## src/rtl/led_pwm_breathe.sv

```systemverilog
// -----------------------------------------------------------------------------
// led_pwm_breathe
//
// Purpose:
//   Produces the three PWM drive signals for the iCE40 SB_RGBA_DRV LED macro.
//   Each channel either runs at a fixed duty (written through a double-buffered
//   shadow register) or follows a shared triangular "breathing" level that
//   ramps 0 -> MAX -> 0 one step every STEP_DIV PWM periods.
//
//   A PWM period is MAX = 2**PWM_BITS-1 counts of PRESCALE clk cycles each.
//   Duty values and the breathing level only change on the last clk of a
//   period (the boundary), so every period compares against one stable value.
//
// Parameters:
//   PWM_BITS  width of PWM counter, duty values and breathing level
//   PRESCALE  clk cycles per PWM count (>= 1)
//   STEP_DIV  PWM periods per breathing level step (>= 1)
//
// Ports:
//   clk          system clock
//   rst          asynchronous reset, active-high
//   en[2:0]      per-channel enable (bit i drives RGBiPWM)
//   breathe[2:0] per-channel source: 1 = breathing level, 0 = fixed duty
//   duty_wr      single-cycle duty write strobe
//   duty_sel     channel index for the write (3 is ignored)
//   duty_data    duty value to write
//   pwm_out      registered PWM outputs
//   level        current breathing level
//   period_tick  one-cycle pulse on the last clk of each PWM period
//
// Handshake: there is no valid/ready flow here. duty_wr is a plain strobe:
//   every cycle it is high with duty_sel in 0..2, shadow[duty_sel] takes
//   duty_data. There is no back-pressure and the last write before a boundary
//   is the one that reaches the active register.
// -----------------------------------------------------------------------------
module led_pwm_breathe #(
  parameter int PWM_BITS = 8,
  parameter int PRESCALE = 94,
  parameter int STEP_DIV = 4
) (
  input  logic                clk,
  input  logic                rst,
  input  logic [2:0]          en,
  input  logic [2:0]          breathe,
  input  logic                duty_wr,
  input  logic [1:0]          duty_sel,
  input  logic [PWM_BITS-1:0] duty_data,
  output logic [2:0]          pwm_out,
  output logic [PWM_BITS-1:0] level,
  output logic                period_tick
);

  // Counter widths never collapse to zero bits, even for PRESCALE/STEP_DIV = 1.
  localparam int PS_W = (PRESCALE > 1) ? $clog2(PRESCALE) : 1;
  localparam int SC_W = (STEP_DIV > 1) ? $clog2(STEP_DIV) : 1;

  localparam logic [PWM_BITS-1:0] MAX     = {PWM_BITS{1'b1}};
  localparam logic [PWM_BITS-1:0] MAX_M1  = MAX - 1'b1;
  localparam logic [PS_W-1:0]     PS_LAST = PS_W'(PRESCALE - 1);
  localparam logic [SC_W-1:0]     SC_LAST = SC_W'(STEP_DIV - 1);

  typedef enum logic {
    ST_RISE = 1'b0,
    ST_FALL = 1'b1
  } state_e;

  // ---------------------------------------------------------------------------
  // State
  // ---------------------------------------------------------------------------
  logic [PS_W-1:0]     prescale_q, prescale_d;
  logic [PWM_BITS-1:0] pwm_cnt_q,  pwm_cnt_d;
  logic [SC_W-1:0]     step_cnt_q, step_cnt_d;
  logic [PWM_BITS-1:0] level_q,    level_d;
  state_e              state_q,    state_d;
  logic [PWM_BITS-1:0] shadow_q [3];
  logic [PWM_BITS-1:0] shadow_d [3];
  logic [PWM_BITS-1:0] active_q [3];
  logic [PWM_BITS-1:0] active_d [3];
  logic [2:0]          pwm_out_q,  pwm_out_d;

  // Combinational helpers
  logic                tick;
  logic                boundary;
  logic [PWM_BITS-1:0] sel [3];

  // ---------------------------------------------------------------------------
  // Timebase: prescaler and PWM counter
  // ---------------------------------------------------------------------------
  always_comb begin
    tick     = (prescale_q == PS_LAST);
    boundary = tick && (pwm_cnt_q == MAX_M1);

    prescale_d = tick ? '0 : prescale_q + 1'b1;

    // The counter spans 0..MAX-1 so that duty MAX is high for the whole
    // period and duty 0 is low for the whole period.
    pwm_cnt_d = pwm_cnt_q;
    if (tick) begin
      pwm_cnt_d = (pwm_cnt_q == MAX_M1) ? '0 : pwm_cnt_q + 1'b1;
    end
  end

  // ---------------------------------------------------------------------------
  // Duty buffering, compare mux and output compare
  // ---------------------------------------------------------------------------
  always_comb begin
    for (int i = 0; i < 3; i++) begin
      shadow_d[i] = shadow_q[i];
      if (duty_wr && (duty_sel == 2'(i))) begin
        shadow_d[i] = duty_data;
      end
      // Loading from shadow_d (not shadow_q) forwards a write that lands in
      // the boundary cycle straight into the active register.
      active_d[i] = boundary ? shadow_d[i] : active_q[i];

      // The breathe select is deliberately unbuffered: toggling it takes
      // effect on the next clk rather than at the next boundary.
      sel[i]       = breathe[i] ? level_q : active_q[i];
      pwm_out_d[i] = en[i] && (sel[i] > pwm_cnt_q);
    end
  end

  // ---------------------------------------------------------------------------
  // Breathing ramp: step_cnt divides boundaries down to level steps, the
  // RISE/FALL state picks the step direction and turns around at the ends.
  // ---------------------------------------------------------------------------
  always_comb begin
    step_cnt_d = step_cnt_q;
    level_d    = level_q;
    state_d    = state_q;
    if (boundary) begin
      if (step_cnt_q == SC_LAST) begin
        step_cnt_d = '0;
        case (state_q)
          ST_RISE: begin
            level_d = level_q + 1'b1;
            if (level_d == MAX) begin
              state_d = ST_FALL;
            end
          end
          ST_FALL: begin
            level_d = level_q - 1'b1;
            if (level_d == '0) begin
              state_d = ST_RISE;
            end
          end
        endcase
      end else begin
        step_cnt_d = step_cnt_q + 1'b1;
      end
    end
  end

  // ---------------------------------------------------------------------------
  // Registers
  // ---------------------------------------------------------------------------
  always_ff @(posedge clk or posedge rst) begin
    if (rst) begin
      prescale_q <= '0;
      pwm_cnt_q  <= '0;
      step_cnt_q <= '0;
      level_q    <= '0;
      state_q    <= ST_RISE;
      pwm_out_q  <= 3'b000;
      for (int i = 0; i < 3; i++) begin
        shadow_q[i] <= '0;
        active_q[i] <= '0;
      end
    end else begin
      prescale_q <= prescale_d;
      pwm_cnt_q  <= pwm_cnt_d;
      step_cnt_q <= step_cnt_d;
      level_q    <= level_d;
      state_q    <= state_d;
      pwm_out_q  <= pwm_out_d;
      for (int i = 0; i < 3; i++) begin
        shadow_q[i] <= shadow_d[i];
        active_q[i] <= active_d[i];
      end
    end
  end

  assign pwm_out     = pwm_out_q;
  assign level       = level_q;
  assign period_tick = boundary;

endmodule

```

## config.mk

```make
export PLATFORM = sky130hd
export DESIGN_NAME = led_pwm_breathe
export DESIGN_NICKNAME = d
export VERILOG_FILES = /design/src/rtl/led_pwm_breathe.sv
export SDC_FILE = /design/constraint.sdc
export NUM_CORES = 1
export LEC_CHECK = 0
export BUFFER_PORTS_ARGS = -buffer_cell sky130_fd_sc_hd__buf_2
export CAP_MARGIN = 5
export CORE_MARGIN = 2
export CORE_UTILIZATION = 65
export CTS_CLUSTER_SIZE = 40
export DETAILED_ROUTE_END_ITERATION = 12
export PLACE_DENSITY_LB_ADDON = 0.05
export SYNTH_ARGS = -nofsm -noshare
export SYNTH_HDL_FRONTEND = slang
export SYNTH_SLANG_ARGS = --single-unit
```

## constraint.sdc

```tcl
create_clock -name clk -period 3.63 [get_ports clk]
set_input_delay 0.726 -clock clk [delete_from_list [all_inputs] [get_ports clk]]
set_output_delay 0.726 -clock clk [all_outputs]
set_load 0.01 [all_outputs]
```

==> Word-level counts from Yosys, hierarchy flattened <==
Index checks and enable logic that the tools add are counted.
{ "word_totals": {"regBits": 77, "in_bits": 19, "out_inout_bits": 12, "wordCells": 50} }
{ "op_classes": {"n_addsub": 5, "order_cmp": 3, "n_eq_ne": 6, "mux": 13, "n_bitwise": 1, "reduce_logical": 10} }
{ "ops": {"columns": ["op", "count"], "rows": [
  ["8-bit two-way mux", 7],
  ["8-bit > comparator", 3],
  ["8-bit by 1-bit adder with 8-bit output (second input constant)", 2],
  ["8-bit == test (second input constant)", 2],
  ["8-bit case mux with 2 select lines", 1],
  ["8-bit logical NOT", 1],
  ["8-bit by 1-bit subtractor with 8-bit output (second input constant)", 1],
  ["7-bit by 1-bit adder with 7-bit output (second input constant)", 1],
  ["7-bit == test (second input constant)", 1],
  ["1-bit logical AND", 7],
  ["7-bit two-way mux", 1],
  ["2-bit == test (second input constant)", 2],
  ["2-bit by 1-bit adder with 2-bit output (second input constant)", 1],
  ["2-bit by 1-bit == test with 1-bit output (second input constant)", 1],
  ["2-bit logical NOT", 1],
  ["1-bit two-way mux", 2],
  ["2-bit two-way mux", 1],
  ["1-bit case mux with 2 select lines", 1],
  ["2-bit AND reduction", 1],
  ["1-bit inverter", 1]
]} }

==> Logic depth before layout (Yosys ltp) <==
{ "depth": {"ltp_word": 4, "ltp_mapped": 8, "depth_no_buf": 7} }

==> Worst setup path after synthesis <==
OpenSTA, ideal clock, no wires.
{ "synth_timing": {"kind": "input to register", "start": "input port breathe[1]", "end": "register pwm_out_q[1] (netlist: pwm_out[1])", "setup_ns": 0.123, "t_arrival_ns": 2.354, "t_required_ns": 3.507, "setup_slack_ns": 1.153, "path_stages": 8, "n_path_buf": 1, "path_cell_list": "clkbuf_1 > mux2_2 > ha_1 > nor2b_1 > o21a_1 > o21ai_0 > a21oi_1 > o221a_2"} }
{ "synth_via": {"elab_chain_len": 3} }
{ "synth_lines": {"columns": ["element", "line_no", "text"], "rows": [
  ["start: declaration", "44", "input logic [2:0] breathe,"],
  ["8-bit two-way mux", "118", "sel[i] = breathe[i] ? level_q : active_q[i];"],
  ["8-bit > comparator", "119", "pwm_out_d[i] = en[i] && (sel[i] > pwm_cnt_q);"],
  ["1-bit logical AND", "119", null],
  ["via pwm_out_d[1]", "79", "logic [2:0] pwm_out_q, pwm_out_d;"],
  ["end signal: assignment", "175", "pwm_out_q <= pwm_out_d;"],
  ["end: declaration", "79", null]
]} }
The timed path passes the listed nets, and every way through them passes these cells.
A chain may end at the register's enable or synchronous reset.

==> Worst setup path after layout <==
{ "layout_timing": {"start": "register pwm_cnt_q[0]", "end": "output port period_tick"} }
{ "layout_via": {"elab_chain_len": 2} }
{ "layout_lines": {"columns": ["element", "line_no", "text"], "rows": [
  ["start: declaration", "71", "logic [PWM_BITS-1:0] pwm_cnt_q, pwm_cnt_d;"],
  ["start signal: assignment", "171", "pwm_cnt_q <= pwm_cnt_d;"],
  ["8-bit == test", "91", "boundary = tick && (pwm_cnt_q == MAX_M1);"],
  ["1-bit logical AND", "91", null],
  ["end: declaration", "50", "output logic period_tick"]
]} }
Every way passes these cells.

==> flow_summary_export.csv <==
group,metric,value,unit
die,rows,30,
die,die_area,7540,um^2
critical_path,start_kind,"flip-flop",
yosys,syn_area,4460,um^2
placement,io_buffers,30,
finish,final_nets,460,
placement,placed_cell_area,4620,um^2
yosys,synth-seq-cells,77,
critical_path,cpPeakStageDelay,0.49,ns
finish,stdcell_area,4830,um^2
yosys,synth_warnings,0,
yosys,ys_types,49,
cts,cts_buffers,9,
die,die_w,86.8,um
die,io_pins,31,
sta,fin_skew,0.0164,ns
cts,cts_tree,"yes",
sta,period_needed,2.67,ns
detailed_routing,num_vias,2864,
cts,clock-sinks,77,
power,ir_drop,0.400,mV
grt,grt_pass1_wl,14.0,mm
finish,fillers,469,
sta,tightest_slew,0.748,ns
yosys,synth_edf_count,0,
detailed_routing,drc,0,
cts,post_cts_buffers,0,
yosys,ys_seq_area_share,43.2,%
finish,syn_to_final_growth,8.34,%
sta,slew_headroom,49.9,%
grt,grt_pass1_vias,2885,
yosys,async_reset_ff_share,100,%
power,p_leak,2.25,nW
cts,insertion_delay,0.35,ns
sta,hold_violations,0,
cts,clk_pin_slew,0.09,ns
min_path,min_path_type,"in2async",
sta,fmax,0.375,GHz
critical_path,critPathMaxFanout,14,
grt,antenna_found_initial,0,
die,die_h,86.8,um
outcome,outcome,"finished, final reports clean",
detailed_routing,routed_wl,8.47,mm
sta,final.period_utilization,73.5,%
placement,globalplace.congestion,0.850,
critical_path,required,2.90,ns
critical_path,cp_data_arrival_time,1.94,ns
cts,ctsResizeCount,0,
critical_path,crit_start,"pwm_cnt_q[0]",
cts,holdBufCountCts,0,
critical_path,endpoint_kind,"primary output",
finish,diodes,0,
finish,drive_gt1_share,32.4,%
die,start_util,66.3,%
critical_path,crit_chain,"inv_1 -> ha_1 -> and3_4 -> and2_4 -> buf_2",
cts,htree_levels,3,
detailed_routing,viasPerCell,5.81,
critical_path,crit_type,"reg2out",
job,maxCapViolations,0,
sta,holdWs,0.451,ns
critical_path,crit_buf_inv,2,
sta,rsz0062_at_grt,"false",
power,powerDensity,352,nW/um^2
yosys,syn_inst,381,
sta,setup-tns-final,0,ns
finish,fin_cells,493,
detailed_routing,antenna_left,0,
yosys,syn_nets,433,
placement,place_inst,477,
critical_path,r2r_start,"pwm_cnt_q[0]",
critical_path,cpMaxStageDelayCell,"dfrtp_1",
yosys,synthFlopType,"dfrtp_1",
yosys,postSynthAreaPerCell,11.7,um^2
cts,cts_root_buffer,"clkbuf_8",
grt,grt_start_max_net_pins,78,
detailed_routing,first_iter_violations,110,
grt,overflow,0,
die,core,6720,um^2
sta,drv_slew,0,
placement,hpwlAfterDp,6.28,mm
detailed_routing,routedWlPerCell,17.2,um
grt,track_usage,24.4,%
cts,cts_buffer_depth,2,
critical_path,cp_top_family,"simple AND/OR/NAND/NOR gates",
sta,setup_viol,0,
detailed_routing,drtPass1Iterations,4,
-- synthesized netlist by cell type (all sizes together), types with 7 or more instances --
master	number	area (um^2)
dfrtp	77	1930
mux2	71	867
ha	33	413
o21ai	21	105
nand2	17	63.8
nor2	17	63.8
inv	16	60.1
a21oi	11	55.1
clkbuf	10	37.5
nand3	10	55.1
xnor2	9	78.8
nand4	8	50.1
nor2b	8	50.1
nor3	8	40.0
xor2	8	70.1
buf	7	86.3
nand2b	7	43.8
-- registers in the layout, indices dropped and copies added (netlist names) --
register / cells
step_cnt_q: 2
pwm_out: 3
state_q: 1
shadow_q: 24
level: 8
prescale_q: 7
pwm_cnt_q: 8
active_q: 24
-- final timing paths --
kind                       slack (ns)            end  cells past startpoint
max                              0.96    period_tick                      5
min                              0.45       level[4]                      3
max reg2reg                      1.42   active_q[23]                      6
min reg2reg                      0.49  prescale_q[0]                      1
max in group asynchronous        2.85    shadow_q[4]                      3
min in group clk                 0.49  prescale_q[0]                      1
-- layer usage --
metal	GRT usage (%)	share of wire (%)	vias to the layer above
met2	38.8	49	46
met1	33.7	46	1392
li1	-	-	1417
met3	4.76	3.7	9
met5	0	0	-
met4	8.10	1.1	0
-- area by class of cell --
class                   instances  area (um^2)  share of cell area [%]
well taps                      80          100                    2.07
clock inverters                 6         72.6                    1.50
flip-flops and latches         77         1930                    39.9
multi-input cells             271         2350                    48.6
repair buffers                 33          185                    3.84
inverters                      16         60.1                    1.24
clock buffers                  10          138                    2.85
-- cells by family (layout without fill, tap and decap cells) --
kind of cell,Yosys count,count (layout),share of synthesized area (%)
compound gates,51,51,7.22
xor+xnor,17,17,3.34
fa+ha+maj,33,33,9.26
buf+inv,33,65,4.13
flops,77,77,43.2
mux,75,75,20.4
simple gates,95,95,12.5
-- through the flow --
stage / setup WS (ns) / utilization [%] / total power, mW
finish: 0.960 / 71.9 / 1.70
CTS: 0.941 / 71.9 / 1.72
detailed placement: 1.18 / 68.7 / 1.05
global placement: 1.21 / 68.7 / 1.04
floorplan: 0.937 / - / 1.01
global route: 0.838 / 71.9 / 1.77
-- worst min-delay path, cell delays in order --
cell and delay [ns]:
buf_2 0.10, inv_2 0.06, buf_12 0.33
-- report_power, final --
group	total [mW]	internal (mW)	leakage [nW]	switching [mW]
logic	0.115	0.0564	1.14	0.0586
registers	0.919	0.907	1.01	0.0120
clock network	0.668	0.341	0.103	0.327
-- placed cells by master, fill, tap and decap left out, drive strengths merged, types with 8 or more instances in the layout --
master,count
a21oi,11
buf,33
clkbuf,10
dfrtp,77
ha,33
inv,16
mux2,71
nand2,17
nand3,10
nand4,8
nor2,17
nor2b,8
nor3,8
o21ai,21
xnor2,9
xor2,8
Power figures use the tool's default switching activity.
